===== config.mk =====
export PLATFORM = sky130hd
export DESIGN_NAME = hazard_fwd_tracker
export DESIGN_NICKNAME = d
export VERILOG_FILES = /design/src/rtl/hazard_fwd_tracker.sv
export SDC_FILE = /design/constraint.sdc
export NUM_CORES = 1
export LEC_CHECK = 0
export CAP_MARGIN = 20
export CORE_MARGIN = 2
export CORE_UTILIZATION = 40
export CTS_BUF_LIST = sky130_fd_sc_hd__clkbuf_16
export CTS_CLUSTER_DIAMETER = 200
export DETAILED_ROUTE_END_ITERATION = 7
export GPL_TIMING_DRIVEN = 0
export PLACE_DENSITY = 0.67
export SLEW_MARGIN = 10
export SYNTH_ARGS = -nofsm -noshare
export SYNTH_HDL_FRONTEND = slang
export SYNTH_SLANG_ARGS = --single-unit

===== constraint.sdc =====
create_clock -name clk -period 1.9 [get_ports clk]
set_input_delay 0.38 -clock clk [delete_from_list [all_inputs] [get_ports clk]]
set_output_delay 0.38 -clock clk [all_outputs]
set_load 0.05 [all_outputs]

===== src/rtl/hazard_fwd_tracker.sv =====
// Forwarding/hazard tracker: follows in-flight destination registers from EX onward,
// registers a per-source forward select for the instruction entering EX, and raises load-use stalls.
module hazard_fwd_tracker #(
    parameter int IDX_W         = 5,
    parameter int NUM_SRC       = 2,
    parameter int DEPTH         = 3,
    parameter int LOAD_DATA_STG = 3,
    parameter int CNT_W         = 16,
    localparam int SEL_W        = (DEPTH > 1) ? $clog2(DEPTH) : 1
) (
    input  logic                       clk,
    input  logic                       rst_n,
    input  logic                       id_valid,
    input  logic [NUM_SRC*IDX_W-1:0]   id_rs_idx,
    input  logic [IDX_W-1:0]           id_rd_idx,
    input  logic                       id_rd_we,
    input  logic                       id_is_load,
    input  logic                       flush,
    output logic                       stall,
    output logic                       ex_valid,
    output logic [NUM_SRC*SEL_W-1:0]   ex_fwd_sel,
    output logic [CNT_W-1:0]           stall_cnt
);

    logic [DEPTH:1]            v_q,  v_d;
    logic [DEPTH:1]            we_q, we_d;
    logic [DEPTH:1]            ld_q, ld_d;
    logic [DEPTH:1][IDX_W-1:0] rd_q, rd_d;
    logic [NUM_SRC*SEL_W-1:0]  sel_q, sel_d;
    logic [CNT_W-1:0]          cnt_q, cnt_d;
    logic                      hit_s;
    logic                      stall_s;
    logic                      new_v_s;

    // x0 is hard-wired zero, so it never has a producer
    function automatic logic prod_match(input logic v, input logic we,
                                        input logic [IDX_W-1:0] rd,
                                        input logic [IDX_W-1:0] rs);
        return v & we & (rd == rs) & (rs != {IDX_W{1'b0}});
    endfunction

    // Hazard detection, forward-select selection and next-state shift
    always_comb begin
        hit_s = 1'b0;
        sel_d = {(NUM_SRC*SEL_W){1'b0}};
        for (int s = 0; s < NUM_SRC; s++) begin
            for (int k = 1; k <= DEPTH; k++) begin
                if ((k + 1 < LOAD_DATA_STG) && ld_q[k] &&
                    prod_match(v_q[k], we_q[k], rd_q[k], id_rs_idx[s*IDX_W +: IDX_W])) begin
                    hit_s = 1'b1;
                end else begin
                    hit_s = hit_s;
                end
            end
        end
        stall_s = ~flush & id_valid & hit_s;
        new_v_s = id_valid & ~stall_s & ~flush;

        // Scan oldest to youngest so the youngest producer overrides
        for (int s = 0; s < NUM_SRC; s++) begin
            for (int k = DEPTH - 1; k >= 1; k--) begin
                sel_d[s*SEL_W +: SEL_W] =
                    prod_match(v_q[k], we_q[k], rd_q[k], id_rs_idx[s*IDX_W +: IDX_W]) ?
                    SEL_W'(k) : sel_d[s*SEL_W +: SEL_W];
            end
        end
        if (!new_v_s) begin
            sel_d = {(NUM_SRC*SEL_W){1'b0}};
        end else begin
            sel_d = sel_d;
        end

        v_d[1]  = new_v_s;
        we_d[1] = id_rd_we;
        ld_d[1] = id_is_load;
        rd_d[1] = id_rd_idx;
        for (int k = 2; k <= DEPTH; k++) begin
            v_d[k]  = v_q[k-1] & ~(flush & (k == 2));
            we_d[k] = we_q[k-1];
            ld_d[k] = ld_q[k-1];
            rd_d[k] = rd_q[k-1];
        end

        if (stall_s && (cnt_q != {CNT_W{1'b1}})) begin
            cnt_d = cnt_q + {{(CNT_W-1){1'b0}}, 1'b1};
        end else begin
            cnt_d = cnt_q;
        end
    end

    // Tracker state, forward selects and stall counter
    always_ff @(posedge clk or negedge rst_n) begin
        if (!rst_n) begin
            v_q   <= {DEPTH{1'b0}};
            we_q  <= {DEPTH{1'b0}};
            ld_q  <= {DEPTH{1'b0}};
            rd_q  <= {(DEPTH*IDX_W){1'b0}};
            sel_q <= {(NUM_SRC*SEL_W){1'b0}};
            cnt_q <= {CNT_W{1'b0}};
        end else begin
            v_q   <= v_d;
            we_q  <= we_d;
            ld_q  <= ld_d;
            rd_q  <= rd_d;
            sel_q <= sel_d;
            cnt_q <= cnt_d;
        end
    end

    assign stall      = stall_s;
    assign ex_valid   = v_q[1];
    assign ex_fwd_sel = sel_q;
    assign stall_cnt  = cnt_q;

endmodule


==> key figures, run 1 <==
Timing
  • Final hold violations: 0
  • RSZ-0062 raised after global routing: true
  • Max_slew headroom: 50.8%
  • Max Freq: 483 MHz
  • Finish-stage setup viols: 15
  • Setup WS post-layout: -0.169 ns
  • Period utilization: 109%
  • Clock skew: 0.00371 ns
  • Setup TNS: -0.872 ns
  • Worst slew pin tran: 0.739 ns
  • Tmin final: 2.07 ns
  • Final Slew Violations: 0

Drt
  • Post-DRT Antenna Nets: 0
  • Number of DRC markers in iteration 0: 39
  • DRC Markers: 0
  • WL/cell: 15.0 um
  • Via count: 1220
  • Detailed Route WL: 3630 um
  • Vias per cell: 5.04
  • Pre-antenna DRT Iters: 4

Layout
  • Ant diodes: 0
  • NumNets Final: 215
  • # fillers: 318
  • Area Overhead vs Synth: 46.3%
  • Layout cell share with drive strength beyond 1: 17.5%
  • Area of the multi-input gates: 742 um^2
  • Core Util, Final: 62.4%
  • Register Area: 880 um^2

Setup path
  • Critical path buffers and inverters: 1
  • Critical Path Sink: stall
  • Setup crit start kind: register
  • End of the worst register-to-register path: stall_cnt[1]
  • FF-to-FF setup slack: -0.13 ns
  • R2R cell count: 8
  • Critical path startpoint: rd_d[7]
  • Worst Path Max Fanout: 3
  • CP Data Arrival Time: 1.69 ns
  • CP Data Required Time: 1.52 ns
  • Crit. End Element: output pin
  • CP delay by family, top: simple AND/OR/NAND/NOR gates
  • Worst setup path class: reg -> out
  • Worst path cell trace: xor2_1 > nor4_2 > nand3_2 > a21boi_4 > buf_6
  • Critical path depth: 5
  • Reg-to-Reg Start: rd_d[7]
  • CP max-delay cell: dfrtp_1
  • Max incr delay on CP: 0.42 ns

Yosys
  • Syn Std Cell Area: 1600 um^2
  • Yosys warns: 0
  • Number of flops mapped to enable cells by yosys: 0
  • Primary FF master, synth: dfrtp_1
  • Synthesized flop and latch total: 35
  • Synth Net Count: 156
  • Cell count after synthesis: 134
  • Post-synthesis cell type count: 28
  • FFs w/ async S/R, synth: 100%
  • Register area share after synthesis: 54.9%
  • Mean area per synthesized cell: 11.9 um^2

Min path
  • Worst min path class: in -> async

Die
  • Die area: 4510 um^2
  • Initial core utilization: 42.6%
  • Std-Cell Rows: 22
  • I/O Pins: 43
  • Die Y: 67.2 um
  • Die Span X: 67.2 um
  • Placeable Area: 3740 um^2

Power and ir drop
  • Max VDD drop: 0.526 mV
  • Leak pwr: 1.13 nW
  • Power density over the cells: 715 nW/um^2

CTS
  • Sink Count: 35
  • CTS tree: yes
  • Worst-Skew Late Latency: 0.28 ns
  • Clock root buffer: clkbuf_16
  • CTS Buf Count: 5
  • Clock Tree Buf Depth: 2
  • H-tree depth: 2
  • Clk slew on worst S/H paths: 0.05 ns

Job
  • Max-cap check violation count: 0

Run status
  • Outcome: finished, violations left
  • Failing checks: negative setup slack

Global routing
  • First-pass GRT wire length: 5940 um
  • Initial antenna violation count: 0
  • GR Util All Layers: 18.4%
  • Number of global-route vias before repair: 1264
  • Largest net degree at the start of global routing: 36
  • GR Overflow Total: 0

Placed design
  • IO buf count: 42
  • GPL Wtd Cong: 0.806
  • Hpwl dp: 2540 um
## through the flow
step | std cells | hold slack, ns | instance area, um^2 | power, mW | setup WS (ns)
after CTS | 239 | 0.199 | 2280 | 1.69 | -0.185
final | 242 | 0.167 | 2340 | 1.67 | -0.169
after global placement | 224 | 0.388 | 2080 | 0.934 | -1.23
after floorplan | 134 | 0.0844 | 1600 | 0.853 | -0.0710
after detailed placement | 224 | 0.408 | 2080 | 0.937 | -1.26
after global routing | 242 | 0.238 | 2340 | 1.74 | -0.254
## layout by cell type, fill, tap and decap left out, types with 5 or more instances in the layout
master and instances:
dlymetal6s2s_1 6, clkbuf_16 5, nand4_1 14, nand2_1 9, buf_6 5, and3_1 6, nor2_1 6, dlygate4sd2_1 15
xor2_1 12, dfrtp_1 32, xnor2_1 20, buf_4 6, clkdlybuf4s50_1 19
## power breakdown
| group | total [mW] | internal (mW) | switching (mW) | leakage (nW) |
|---|---|---|---|---|
| Sequential | 0.785 | 0.765 | 0.0192 | 0.453 |
| Clock | 0.743 | 0.470 | 0.273 | 0.0701 |
| Combinational | 0.143 | 0.0684 | 0.0741 | 0.609 |
## sequential cells by signal, indices dropped and copies added (netlist names)
signal / cells
v_q: 2
stall_cnt: 16
ex_fwd_sel: 4
we_q: 2
ld_q: 1
rd_d: 10
## logic make-up (layout without fill, tap and decap cells)
kind of cell / count (synthesis) / after routing / share of synthesized area, %
simple gates: 54 / 54 / 20.0
flops: 35 / 35 / 54.9
xor+xnor: 32 / 32 / 17.6
compound gates: 7 / 7 / 5.17
buf+inv: 4 / 64 / 0.940
fa+ha+maj: 1 / 1 / 0.784
mux: 1 / 1 / 0.705
## Yosys cell counts (2+ instances only)
library cell,count,share of area [%]
a31oi_1,2,0.78
and2_1,2,0.78
and3_1,6,2.4
and4_1,3,1.6
dfrtp_1,35,55
inv_1,3,0.71
nand2_1,10,2.4
nand4_1,14,5.5
nor2_1,8,1.9
nor3_1,3,0.94
xnor2_1,20,11
xor2_1,12,6.6
## how the worst min path moves through the flow
stage	start	to	slack [ns]	cells after the start
5_1_grt	rst_n	rd_d[5]	0.24	1
3_3_place_gp	we_q[1]	we_q[2]	0.39	0
4_1_cts	rst_n	stall_cnt[5]	0.20	1
6_report	rst_n	rd_d[5]	0.17	1
3_5_place_dp	we_q[1]	we_q[2]	0.41	0
2_1_floorplan	rst_n	ex_fwd_sel[0]	0.08	0
## routing by layer
metal | vias up | global-route usage (%) | part of all wire (%)
met5 | - | 0 | 0
met4 | 0 | 9.95 | 1.8
met3 | 5 | 4.83 | 3.9
met2 | 26 | 29.8 | 51
met1 | 597 | 22.4 | 43
li1 | 592 | - | -
## final cells by class
cell class | instances | area share, %
multi-input combinational | 95 | 31.8
tap | 48 | 2.57
clock inverter | 3 | 0.482
inverter | 4 | 0.643
timing repair buffer | 52 | 21.5
sequential | 35 | 37.7
clock buffer | 5 | 5.36
## timing repair
action                     CTS  global route
pin swaps                    8            10
gates resized for setup     29            11
hold buffers                 0             0
setup buffers                8             3
setup endpoints to repair   24            23
Power figures use the tool's default switching activity.
==> run 2, diff against run 1 <==
--- a/config.mk
+++ b/config.mk
@@ -8,7 +8,7 @@
 export CAP_MARGIN = 20
 export CORE_MARGIN = 2
 export CORE_UTILIZATION = 40
-export CTS_BUF_LIST = sky130_fd_sc_hd__clkbuf_16
+export CTS_BUF_LIST = sky130_fd_sc_hd__clkbuf_8
 export CTS_CLUSTER_DIAMETER = 200
 export DETAILED_ROUTE_END_ITERATION = 7
 export GPL_TIMING_DRIVEN = 0
==> run 2 against run 1 <==
Effect of this change:
- the flow still finishes with violations (negative setup slack)
- global-route usage fell by 0.094 points
- critical endpoint unchanged
- core utilization fell by 0.87 points
- register-to-register slack improved by 0.02 ns
- cell count rose by 0.41%
- cell area fell by 1.4%
==> key figures, run 2 (synthesis gave the netlist of run 1 again) <==
Power and ir drop
  • Max VDD drop: 0.439 mV
  • Power density over the cells: 650 nW/um^2
  • Leak pwr: 1.17 nW

Global routing
  • First-pass GRT wire length: 5960 um
  • GR Util All Layers: 18.3%
  • Number of global-route vias before repair: 1274
  • Largest net degree at the start of global routing: 36
  • Initial antenna violation count: 0
  • GR Overflow Total: 0

Layout
  • Area Overhead vs Synth: 44.3%
  • Core Util, Final: 61.5%
  • Commonest non-fill, non-tap cell in the layout: dfrtp_1
  • Max reg flops: 16
  • Layout cell share with drive strength beyond 1: 18.5%
  • NumNets Final: 216
  • Final cell count without fillers: 243
  • Most frequent cells in the layout: dfrtp_1 (31), xnor2_1 (20), clkdlybuf4s50_1 (16), dlygate4sd2_1 (16), nand4_1 (14)
  • Ant diodes: 0

Placed design
  • Inst Count DP: 224
  • Pre-CTS WS: -1.26 ns
  • IO buf count: 42
  • Hpwl dp: 2540 um
  • GPL Wtd Cong: 0.806

Setup path
  • FF-to-FF setup slack: -0.11 ns
  • CP Data Arrival Time: 1.69 ns
  • Max incr delay on CP: 0.48 ns
  • Crit. End Element: output pin
  • Worst Path Max Fanout: 3
  • Worst setup path class: in -> out
  • Setup crit start kind: primary input
  • Worst path cell trace: clkdlybuf4s50_1 > xor2_1 > nor2_2 > nand4_4 > a21boi_4 > buf_6
  • Critical path buffers and inverters: 2
  • CP Data Required Time: 1.52 ns
  • CP delay by family, top: buffers and inverters
  • CP max-delay cell: clkdlybuf4s50_1

CTS
  • Worst-Skew Late Latency: 0.28 ns
  • CTS tree: yes
  • Clock root buffer: clkbuf_8
  • H-tree depth: 2
  • Clock Tree Buf Depth: 2
  • Clk slew on worst S/H paths: 0.07 ns
  • Sink Count: 35
  • CTS Buf Count: 5

Timing
  • Setup WS post-layout: -0.167 ns
  • Finish-stage setup viols: 13
  • Final hold violations: 0
  • Max_slew headroom: 49.6%
  • Period utilization: 109%
  • Tmin final: 2.07 ns
  • Max Freq: 484 MHz
  • Clock skew: 0.00599 ns
  • Final Slew Violations: 0
  • Worst slew pin tran: 0.756 ns
  • Hold slack: 0.166 ns
  • RSZ-0062 raised after global routing: true

Drt
  • Pre-antenna DRT Iters: 4
  • Number of DRC markers in iteration 0: 52
  • WL/cell: 14.9 um
  • Post-DRT Antenna Nets: 0
  • Detailed Route WL: 3630 um
  • Vias per cell: 5.01
  • DRC Markers: 0
  • Via count: 1218

Die
  • Initial core utilization: 42.6%
  • Die area: 4510 um^2
  • Placeable Area: 3740 um^2
  • Std-Cell Rows: 22
  • Die Span X: 67.2 um
  • Die Y: 67.2 um
  • I/O Pins: 43

Run status
  • Outcome: finished, violations left
  • Failing checks: negative setup slack

Job
  • Max-cap check violation count: 0

Min path
  • Worst min path class: in -> async
==> run 2: cell count changes in the layout (fill, tap and decap cells not counted), sizes merged <==
cell | before | now
clkbuf | 5 | 7
clkdlybuf4s50 | 19 | 16
dlymetal6s2s | 6 | 8
clkinv | 2 | 0
buf | 12 | 13
dlygate4sd2 | 15 | 16
==> run 2: where the power goes <==
group	switching (mW)	internal (mW)	leakage (nW)
combinational	0.0743	0.0694	0.666
sequential	0.0175	0.764	0.452
clock	0.247	0.325	0.0557
total	0.339	1.16	1.17
==> run 2: routing by layer <==
layer,share of wire (%),routed length [um],track usage (%)
met5,0,0,0
met4,0.63,23,6.12
met3,4.2,153,6.83
met2,51,1840,29.2
met1,44,1610,23.0
==> run 2: metrics by stage <==
step	total power, mW	TNS [ns]	instance area [um^2]
after detailed placement	0.937	-9.56	2080
after CTS	1.51	-0.371	2250
after global routing	1.58	-2.65	2300
after global placement	0.934	-19.17	2080
final	1.50	-0.763	2300
after floorplan	0.853	-0.353	1600
==> run 2: cell type report <==
cell class | count | area [um^2]
clock inverter | 1 | 3.75
multi-input combinational | 95 | 737
timing repair buffer | 53 | 510
sequential | 35 | 881
fill | 323 | 1440
inverter | 4 | 15.0
tap | 48 | 60.1
clock buffer | 7 | 96.3
==> run 2: worst register-to-register path: stages, from the launching register on <==
cell	delay (ns)
dfrtp_1	0.39
xor2_1	0.17
nor4_2	0.31
nand3_2	0.15
buf_4	0.17
buf_6	0.11
a21oi_4	0.16
buf_6	0.13
mux2_1	0.30
==> run 2: final timing paths <==
kind | depth (start not counted) | start | end
worst max-delay path | 6 | id_rs_idx[3] | stall
worst min-delay path | 1 | rst_n | rd_d[5]
worst max register to register | 8 | rd_d[9] | stall_cnt[1]
worst min register to register | 0 | we_q[1] | we_q[2]
max in group asynchronous | 1 | rst_n | v_q[1]
min in group clk | 0 | we_q[1] | we_q[2]
==> run 2: repair_timing <==
item,4_1_cts,5_1_grt
hold endpoints to repair,0,0
gates cloned,0,0
gates resized for setup,28,12
setup endpoints to repair,25,25
setup buffers,9,3
pin swaps,9,4
hold buffers,0,0
==> run 3, diff against run 2 <==
--- a/config.mk
+++ b/config.mk
@@ -9,7 +9,7 @@
 export CORE_MARGIN = 2
 export CORE_UTILIZATION = 40
 export CTS_BUF_LIST = sky130_fd_sc_hd__clkbuf_8
-export CTS_CLUSTER_DIAMETER = 200
+export CTS_CLUSTER_DIAMETER = 50
 export DETAILED_ROUTE_END_ITERATION = 7
 export GPL_TIMING_DRIVEN = 0
 export PLACE_DENSITY = 0.67
==> results of run 3 <==
Same layout as run 2: the final DEF is identical, and so are final timing and power.
